File: src/rtl/core_sequencer.sv
// -----------------------------------------------------------------------------
// core_sequencer
//   Program-flow sequencer for the 9-bit-ISA core. Owns the program counter,
//   the IDLE/RUN/HALT state and a saturating retired-instruction counter.
//   It drives the instruction ROM address and reacts to start, stall, halt
//   and branch requests from the decoder, ALU and data memory.
//
// Parameters
//   PC_W        PC / instruction-address width
//   CNT_W       retired-instruction counter width
//   REL_BRANCH  1: branch_rel honoured, 0: every branch is absolute
//
// Ports
//   clk          clock, all state changes on the rising edge
//   rst_n        synchronous active-low reset
//   start        1-cycle pulse: load start_addr, clear the counter, enter RUN
//   start_addr   first instruction address, sampled with start
//   stall        hold PC and counter this cycle
//   branch       taken branch/jump for the current instruction
//   branch_rel   1: target is a signed offset from pc, 0: absolute address
//   target       branch target or two's-complement offset
//   halt_req     current instruction is HALT
//   pc           current instruction address
//   running      registered, 1 while in RUN
//   halted       registered, 1 while in HALT
//   instr_count  instructions retired since the last start
//   count_sat    sticky, set when the counter reaches all-ones
// -----------------------------------------------------------------------------
module core_sequencer #(
  parameter int PC_W       = 10,
  parameter int CNT_W      = 16,
  parameter bit REL_BRANCH = 1'b1
) (
  input  logic             clk,
  input  logic             rst_n,
  input  logic             start,
  input  logic [PC_W-1:0]  start_addr,
  input  logic             stall,
  input  logic             branch,
  input  logic             branch_rel,
  input  logic [PC_W-1:0]  target,
  input  logic             halt_req,
  output logic [PC_W-1:0]  pc,
  output logic             running,
  output logic             halted,
  output logic [CNT_W-1:0] instr_count,
  output logic             count_sat
);

  typedef enum logic [1:0] {
    ST_IDLE = 2'd0,
    ST_RUN  = 2'd1,
    ST_HALT = 2'd2
  } state_t;

  state_t           state, state_next;
  logic [PC_W-1:0]  pc_next;
  logic [CNT_W-1:0] count_next;
  logic             sat_next;
  logic             use_rel;

  // Relative mode only exists when the parameter enables it.
  assign use_rel = REL_BRANCH && branch_rel;

  always_comb begin
    // NOTE: every signal assigned here gets a default first, so no path can
    // leave one unassigned and infer a latch.
    state_next = state;
    pc_next    = pc;
    count_next = instr_count;
    sat_next   = count_sat;

    if (start) begin
      state_next = ST_RUN;
      pc_next    = start_addr;
      count_next = '0;
      sat_next   = 1'b0;
    end else if (state == ST_RUN && !stall) begin
      // The instruction retires: count it unless already saturated.
      if (!count_sat) begin
        count_next = instr_count + 1'b1;
        if (&count_next) sat_next = 1'b1;
      end
      if (halt_req) begin
        state_next = ST_HALT;             // pc stays on the HALT address
      end else if (branch) begin
        // Same-width add is the sign-extended sum modulo 2^PC_W.
        pc_next = use_rel ? pc + target : target;
      end else begin
        pc_next = pc + 1'b1;
      end
    end
  end

  always_ff @(posedge clk) begin
    // NOTE: state registers use non-blocking assignments so every flop samples
    // values from before the edge, regardless of statement order.
    if (!rst_n) begin
      state       <= ST_IDLE;
      pc          <= '0;
      instr_count <= '0;
      count_sat   <= 1'b0;
      running     <= 1'b0;
      halted      <= 1'b0;
    end else begin
      state       <= state_next;
      pc          <= pc_next;
      instr_count <= count_next;
      count_sat   <= sat_next;
      running     <= (state_next == ST_RUN);
      halted      <= (state_next == ST_HALT);
    end
  end

endmodule

File: config.mk
export PLATFORM = sky130hd
export DESIGN_NAME = core_sequencer
export DESIGN_NICKNAME = d
export VERILOG_FILES = /design/src/rtl/core_sequencer.sv
export SDC_FILE = /design/constraint.sdc
export NUM_CORES = 1
export LEC_CHECK = 0
export CELL_PAD_IN_SITES_DETAIL_PLACEMENT = 2
export CELL_PAD_IN_SITES_GLOBAL_PLACEMENT = 2
export CORE_ASPECT_RATIO = 0.9
export CORE_MARGIN = 2
export CORE_UTILIZATION = 29
export CTS_BUF_LIST = sky130_fd_sc_hd__clkbuf_8
export DETAILED_ROUTE_END_ITERATION = 7
export PLACE_DENSITY = 0.79
export RECOVER_POWER = 25
export SLEW_MARGIN = 20
export SYNTH_ARGS = -nofsm -noshare
export SYNTH_HDL_FRONTEND = slang
export SYNTH_SLANG_ARGS = --single-unit
File: constraint.sdc
create_clock -name clk -period 3.08 [get_ports clk]
set_clock_uncertainty 0.15 [all_clocks]
set_input_delay 0.77 -clock clk [delete_from_list [all_inputs] [get_ports clk]]
set_output_delay 0.77 -clock clk [all_outputs]
set_load 0.05 [all_outputs]
Yosys cells after proc, flatten, opt, wreduce, memory -nomap -nowiden
Index checks and enable logic that the tools add are counted.
{ "op_classes": {"n_addsub": 3, "n_eq_ne": 4, "n_mux": 10, "bitwise_logic": 2, "reduce_logical": 7} }
{ "op_table": {"columns": ["operator", "count"], "rows": [
  ["10-bit two-way mux", 5],
  ["16-bit by 1-bit adder with 16-bit output (second input constant)", 1],
  ["16-bit AND reduction", 1],
  ["10-bit by 1-bit adder with 10-bit output (second input constant)", 1],
  ["10-bit adder", 1],
  ["2-bit two-way mux", 3],
  ["2-bit by 1-bit == test with 1-bit output (second input constant)", 2],
  ["2-bit AND reduction", 2],
  ["2-bit == test (second input constant)", 1],
  ["1-bit two-way mux", 2],
  ["2-bit inequality test (second input constant)", 1],
  ["1-bit NOT", 2],
  ["2-bit nonzero test", 1],
  ["2-bit OR reduction", 1],
  ["1-bit logical AND", 1],
  ["1-bit logical NOT", 1]
]} }
{ "totals": {"reg_bits": 31, "out_inout_bits": 29, "wordCells": 32} }

Depth between registers and ports, before layout
Gate-level depths: netlist of the first run.
{ "logic_depth": {"word_depth": 6, "ltp_mapped": 8, "depth_no_buf": 8} }

Worst setup path before layout of the first run
Ideal clock, no wire load.
{ "synth_path": {"kind": "input-to-reg", "from": "input target[0]", "to": "register pc[6]", "setup_time_ps": 127, "arrival_time_ps": 2291, "required_time_ps": 2803, "slack_ps": 512, "stages": 8, "path_cell_list": "ha_1 fa_1 a21o_1 a21oi_1 nand2b_1 a21boi_0 o31ai_1 a21boi_2"} }
{ "synth_via": {"elab_chain_len": 6} }
{ "synth_lines": {"columns": ["item", "line", "text"], "rows": [
  ["start: declaration", "41", "input logic [PC_W-1:0] target,"],
  ["10-bit adder", "88", "pc_next = use_rel ? pc + target : target;"],
  ["10-bit two-way mux", "88", null],
  ["10-bit two-way mux", "86", "end else if (branch) begin"],
  ["10-bit two-way mux", "84", "if (halt_req) begin"],
  ["10-bit two-way mux", "78", "end else if (state == ST_RUN && !stall) begin"],
  ["10-bit two-way mux", "73", "if (start) begin"],
  ["end signal: assignment", "107", "pc <= pc_next;"],
  ["end: declaration", "43", "output logic [PC_W-1:0] pc,"]
]} }
Every way passes these cells. The select of a mux whose other input is x is not followed.
A chain may end at the register's enable or synchronous reset.

Worst setup path in the final report of the first run
{ "layout_path": {"from": "input stall", "to": "register pc[4]"} }
{ "layout_via": {"elab_chain_len": 4} }
{ "layout_lines": {"columns": ["item", "line", "text"], "rows": [
  ["start: declaration", "38", "input logic stall,"],
  ["1-bit logical NOT", "78", null],
  ["1-bit logical AND", "78", null],
  ["2-bit nonzero test (no line)", null, null],
  ["2-bit AND reduction (no line)", null, null]
]} }
Every way passes these cells.

==> results of run 1 <==
[worst min-delay path, cell delays in order (launching register included)]
cell     delay [ns]
dfxtp_1        0.37
inv_1          0.08
o32ai_1        0.06
[per-layer routing]
layer  global-route usage, %  routed length [um]  vias up
met2                    33.6                3910       43
met3                    3.40                 227       10
met5                       0                   0        -
met4                    4.36                 100        0
li1                        -                   -     1192
met1                    25.9                4030     1235
[worst max path at each step]
stage | from | slack [ns] | end | cells past startpoint
floorplan | target[0] | 0.51 | pc[6]$_SDFFE_PN0P_ | 8
global placement | target[0] | -0.03 | pc[6]$_SDFFE_PN0P_ | 9
detailed placement | target[0] | -0.14 | pc[6]$_SDFFE_PN0P_ | 9
CTS | target[0] | 0.15 | pc[6]$_SDFFE_PN0P_ | 9
global route | target[0] | 0.01 | pc[6]$_SDFFE_PN0P_ | 9
finish | stall | 0.12 | pc[4]$_SDFFE_PN0P_ | 7
[final cells by class]
cell class	count	area (um2)	share of cell area [%]
multi-input cells	239	1580	50.7
repair buffers	69	652	20.9
flip-flops and latches	31	621	19.9
well taps	96	120	3.85
clock buffers	5	68.8	2.21
clock inverters	3	43.8	1.40
inverters	9	33.8	1.08
[Yosys cell counts, drive strengths merged, types with 3 or more instances]
master / instances / area [um2]
a21oi: 17 / 85.1
and3: 4 / 40.0
nand3: 15 / 75.1
dfxtp: 31 / 621
a21boi: 5 / 41.3
nor3: 9 / 60.1
xnor2: 11 / 96.3
clkbuf: 6 / 22.5
inv: 8 / 30.0
ha: 12 / 150
mux2i: 4 / 40.0
buf: 5 / 45.0
o21ai: 15 / 86.3
nor4: 4 / 31.3
nand2: 29 / 109
nand4: 10 / 68.8
nor2b: 5 / 31.3
o21a: 3 / 22.5
o211ai: 8 / 60.1
a31oi: 7 / 43.8
a211oi: 5 / 37.5
nor2: 30 / 120
xor2: 15 / 131
[per-stage QoR]
step	setup slack, ns	TNS (ns)	std cells	cell area, um2
final	0.117	0	452	3120
after global routing	0.0145	0	452	3120
after CTS	0.148	0	452	3130
after detailed placement	-0.140	-0.241	444	3020
after global placement	-0.0333	-0.0333	444	3020
after floorplan	0.512	0	290	2310
[logic make-up after synthesis]
kind of cell,share of synthesized area [%]
and+or+nand+nor,27.3
AOI/OAI and AO/OA,21.6
DFF,26.8
xor gates and xnor gates,9.84
buffers and inverters,4.38
adders and majority gates,7.36
muxes,2.70
[power by group through the flow]
| stage | Combinational (mW) | Sequential [mW] | Clock, mW |
|---|---|---|---|
| finish | 0.312 | 0.442 | 0.419 |
| global route | 0.341 | 0.445 | 0.446 |
| CTS | 0.318 | 0.442 | 0.431 |
| detailed placement | 0.316 | 0.451 | 0 |
| global placement | 0.302 | 0.450 | 0 |
| floorplan | 0.147 | 0.487 | 0 |
[sequential cells by signal, summed over array words and instances, names as in the netlist]
signal,cells
count_sat,1
running,1
pc,10
state,2
halted,1
instr_count,16
==> metrics.md, run 1 <==
| Metric | Value |
|---|---|
| Status | `complete, no violations` |
| CP delay by family, top | `compound AO/OA/AOI/OAI gates` |
| Die height | `88.7 um` |
| Initial Util | `~30%` |
| RR Endpoint | `pc[6]$_SDFFE_PN0P_` |
| Port Buffers | `55` |
| Worst skew pair latency | `0.29 ns` |
| Final hold viol count | `0` |
| Fin util | `between 40% and 50%` |
| Combinational share of power | `26.6%` |
| PwrDens | `about 380 mW/mm2` |
| Psw | `384 uW` |
| RSZ-0062 raised after global routing | `no` |
| HPWL after DPL | `approximately 6400 um` |
| Clock Tree Buf Depth | `2` |
| Hold Crit Class | `reg -> reg` |
| Drt pass-1 iters | `4` |
| Startpoint Class | `input pin` |
| # IOs | `56` |
| Switching Share | `between 30% and 40%` |
| First-pass GRT wire length | `13500 um` |
| Slew headroom | `41.8%` |
| DRC | `0` |
| Register area share after synthesis | `26.8%` |
| Layout cells sized above 1 | `9.83%` |
| Worst Hold End | `count_sat$_SDFFE_PP0P_` |
| Cell variety after synth | `55` |
| Largest net degree at the start of global routing | `20` |
| Ys async rst share | `0%` |
| Clock power frac | `35.7%` |
| Total GRT Usage | `about a fifth` |
| Hold slack | `0.400 ns` |
| Period Utilization, post-route | `between 90% and 100%` |
| Fmax | `approximately 340 MHz` |
| Reg clk slew, reported paths | `0.08 ns` |
| Post-synth EDFFs | `0` |
| Post-CTS sizing | `0` |
| Syn_nets | `330` |
| Initial antenna violation count | `0` |
| Pint | `789 uW` |
| CP cell instances | `clkdlybuf4s50_1, or3b_1, o21ai_1, a21boi_0, nand2_1, o211ai_1, a31oi_1` |
| Top FF cell, synth | `dfxtp_1` |
| Max FO, Critical Path | `9` |
| Nets | `395` |
| Layout area overhead | `34.8%` |
| CTS buffer count | `5` |
| Fin. max-slew vios | `0` |
| Synth Warn # | `0` |
| Min-Delay Startpoint | `count_sat$_SDFFE_PP0P_` |
| WP buf/inv | `1` |
| Setup CP Type | `in -> reg` |
| Pleak | `1.14 nW` |
| Filler instances | `892` |
| Crit-path slowest cell | `o21ai_1` |
| Post-route ant nets | `0` |
| R2R Path Start | `pc[0]$_SDFFE_PN0P_` |
| R2r setup slk | `0.59 ns` |
| Worst vdd ir | `roughly 0.00017 V` |
| Syn Area/Cell | `7.98 um2` |
| #FFs+latches synth | `31` |
| Vias | `2480` |
| Post-CTS setup buffer count | `0` |
| Core Area | `roughly 0.0077 mm2` |
| MaxCap Viol Count | `0` |
| CTS hold repair buffers | `0` |
| Mapped cell area | `0.00231 mm2` |
| Worst path max stage delay | `0.61 ns` |
| Reg2reg path depth | `8` |
| Most frequent cells in the layout | `clkdlybuf4s50_1 (50), dfxtp_1 (31), nand2_1 (29), nor2_1 (29), a21oi_1 (17)` |
| Root Driver | `clkbuf_8` |
| Commonest non-fill, non-tap cell in the layout | `clkdlybuf4s50_1` |
| Slew @ Worst Pin | `0.873 ns` |
| Remaining global-route overflow | `0` |
| CTS HTree Levels | `2` |
| GPL Wtd Cong | `0.859` |
| Final Setup Violations | `0` |
| Routed Wire Length | `8270 um` |
| Arrival time worst endpoint | `2.99 ns` |
| FP Rows | `30` |
| N_diodes | `0` |
| Critical Path End Type | `flop` |
| Minimum clock period | `about 3 ns` |
| Sequential power share | `37.6%` |
| CTS sink cnt | `31` |
| Routed len/inst | `18.3 um` |
| Via density | `5.49` |
| Starting DRC count in detailed routing | `80` |
| Die Width | `98.2 um` |
| Die area | `0.00871 mm2` |
| WHS Path Cells | `2` |
| Vias in the first global route | `2567` |
| Synth Instances | `290` |
| Critical Path RT | `3.11 ns` |
| Power consumption | `1.17 mW` |
| CTS tree | `yes` |
Power figures use the tool's default switching activity.
==> inputs of run 2 (changes only) <==
--- a/config.mk
+++ b/config.mk
@@ -12,6 +12,7 @@
 export CORE_UTILIZATION = 29
 export CTS_BUF_LIST = sky130_fd_sc_hd__clkbuf_8
 export DETAILED_ROUTE_END_ITERATION = 7
+export HOLD_SLACK_MARGIN = 0.05
 export PLACE_DENSITY = 0.79
 export RECOVER_POWER = 25
 export SLEW_MARGIN = 20
==> constraint.sdc (replaced) <==
create_clock -name clk -period 2.84 [get_ports clk]
set_clock_uncertainty 0.15 [all_clocks]
set_input_delay 0.71 -clock clk [delete_from_list [all_inputs] [get_ports clk]]
set_output_delay 0.71 -clock clk [all_outputs]
set_load 0.05 [all_outputs]
==> run 2 against run 1 <==
Sequential cell count stayed put. Power rose by 12%. Via count rose by 1.8%. First-iteration DRC count down 3.8%. Worst setup slack worse by 0.030 ns. Hold slack worse by 0.0078 ns. Cell count is 2.4% higher. Highest routed layer unchanged.
==> metrics.md, run 2 (same netlist as run 1, synthesis figures left out) <==
| Metric | Value |
|---|---|
| Root Driver | `clkbuf_8` |
| Pleak | `1.21 nW` |
| CP cell instances | `clkdlybuf4s50_1, ha_1, fa_2, a21o_1, a21oi_2, buf_4, o211ai_1, a31o_2, nand3_1, a21oi_1` |
| WHS Path Cells | `2` |
| Slew headroom | `a little under two fifths` |
| RR Endpoint | `pc[8]$_SDFFE_PN0P_` |
| Psw | `422 uW` |
| MaxCap Viol Count | `0` |
| N_diodes | `0` |
| Status | `complete, no violations` |
| CTS tree | `yes` |
| Slew @ Worst Pin | `0.943 ns` |
| Core Area | `0.00766 mm2` |
| Initial Util | `30.2%` |
| Fin util | `a little over two fifths` |
| Setup TNS | `0 ns` |
| Period Utilization, post-route | `between 90% and 100%` |
| Worst vdd ir | `0.000192 V` |
| Total GRT Usage | `21.0%` |
| RSZ-0062 raised after global routing | `no` |
| Sequential power share | `36.0%` |
| Layout area overhead | `40.5%` |
| CP delay by family, top | `compound AO/OA/AOI/OAI gates` |
| Port Buffers | `55` |
| R2R Path Start | `pc[0]$_SDFFE_PN0P_` |
| Routed Wire Length | `8840 um` |
| Drt pass-1 iters | `4` |
| Pre-CTS setup slack | `-0.390 ns` |
| CTS buffer count | `5` |
| CTS sink cnt | `31` |
| Crit-path slowest cell | `clkdlybuf4s50_1` |
| Top flop regs | `instr_count x16, pc x10, state x2` |
| Clock power frac | `35.9%` |
| Largest net degree at the start of global routing | `20` |
| Most frequent cells in the layout | `clkdlybuf4s50_1 (48), dfxtp_1 (31), nand2_1 (29), nor2_1 (28), buf_4 (23)` |
| Max FO, Critical Path | `2` |
| Most flop-heavy register | `instr_count` |
| Pint | `between 800 and 900 uW` |
| Vias | `2524` |
| FP Rows | `30` |
| CTS HTree Levels | `2` |
| Remaining global-route overflow | `0` |
| Combinational share of power | `between 20% and 30%` |
| Hold slack | `0.392 ns` |
| DRC | `0` |
| Arrival time worst endpoint | `2.78 ns` |
| Initial antenna violation count | `0` |
| WP buf/inv | `2` |
| # IOs | `56` |
| Die height | `88.7 um` |
| GPL Wtd Cong | `0.887` |
| Fin. max-slew vios | `0` |
| Die area | `between 0.008 and 0.009 mm2` |
| Final Setup Violations | `0` |
| Vias in the first global route | `2732` |
| Worst setup margin | `approximately 0.087 ns` |
| Via density | `5.45` |
| Commonest non-fill, non-tap cell in the layout | `clkdlybuf4s50_1` |
| Switching Share | `between 30 and 40%` |
| Minimum clock period | `2.75 ns` |
| Worst Hold End | `pc[9]$_SDFFE_PN0P_` |
| Filler instances | `887` |
| Critical Path End Type | `flop` |
| R2r setup slk | `0.59 ns` |
| Critical Path RT | `2.87 ns` |
| Fmax | `363 MHz` |
| Worst path max stage delay | `0.42 ns` |
| Clock Tree Buf Depth | `2` |
| Reg2reg path depth | `9` |
| Min-Delay Startpoint | `pc[9]$_SDFFE_PN0P_` |
| Post-route ant nets | `0` |
| Nets | `406` |
| Final hold viol count | `0` |
| PwrDens | `around 400 mW/mm2` |
| Die Width | `about 98 um` |
| Hold Crit Class | `reg -> reg` |
| Startpoint Class | `input pin` |
| Worst skew pair latency | `slightly below 0.3 ns` |
| Setup CP Type | `in -> reg` |
| Max reg flops | `16` |
| Routed len/inst | `19.1 um` |
| Reg clk slew, reported paths | `0.07 ns` |
| First-pass GRT wire length | `14500 um` |
| HPWL after DPL | `6840 um` |
| Layout cells sized above 1 | `roughly 14%` |
| CTS hold repair buffers | `0` |
| Starting DRC count in detailed routing | `77` |
## run 2: changes by cell type in the layout (fill, tap and decap cells not counted), sizes merged
cell,delta
dlygate4sd3,+2
clkinv,-1
clkdlybuf4s50,-2
clkbuf,+1
buf,+11
## run 2: worst min-delay path, stage by stage (launching register included)
cell and delay [ns]:
dfxtp_1 0.35, nand2_1 0.07, o22ai_1 0.07
## run 2: how the worst max path moves through the flow
stage	start	to	slack [ns]	cells past startpoint
global placement	target[0]	pc[6]$_SDFFE_PN0P_	-0.21	9
floorplan	target[0]	pc[6]$_SDFFE_PN0P_	0.33	8
global route	target[1]	pc[9]$_SDFFE_PN0P_	0.04	9
detailed placement	target[0]	pc[6]$_SDFFE_PN0P_	-0.39	9
finish	target[0]	pc[8]$_SDFFE_PN0P_	0.09	10
CTS	target[0]	pc[6]$_SDFFE_PN0P_	0.007	9
## run 2: stage by stage
step / power, mW / instance area, um2 / std cells
6_report: 1.32 / 3250 / 463
5_1_grt: 1.38 / 3250 / 463
4_1_cts: 1.33 / 3240 / 463
3_5_place_dp: 0.847 / 3110 / 454
3_3_place_gp: 0.828 / 3110 / 454
2_1_floorplan: 0.688 / 2310 / 290
## run 2: power groups by stage
stage                     registers (mW)  logic [mW]  clock network [mW]
final                              0.474       0.370               0.472
after global routing               0.477       0.400               0.502
after CTS                          0.474       0.368               0.487
after detailed placement           0.484       0.362                   0
after global placement             0.483       0.345                   0
after floorplan                    0.529       0.159                   0
## run 2: what timing repair did
item | 4_1_cts | 5_1_grt
pin swaps | 2 | 2
gates resized for setup | 1 | 4
setup endpoints to repair | 1 | 3
hold endpoints to repair | 0 | 0
gates cloned | 0 | 0
setup buffers | 1 | 0
## run 2: final cells by class
cell class	instances	area [um2]	area share (%)
inverters	9	33.8	1.04
clock buffers	6	82.6	2.54
repair buffers	80	747	23.0
multi-input cells	239	1610	49.6
well taps	96	120	3.70
clock inverters	2	35.0	1.08
flip-flops and latches	31	621	19.1
## run 2: metal layers
metal | share of wire, % | up-vias | track usage [%]
li1 | - | 1204 | -
met1 | 48 | 1261 | 27.9
met2 | 48 | 50 | 36.6
met3 | 3.1 | 9 | 3.79
met4 | 0.64 | 0 | 3.36
met5 | 0 | - | 0
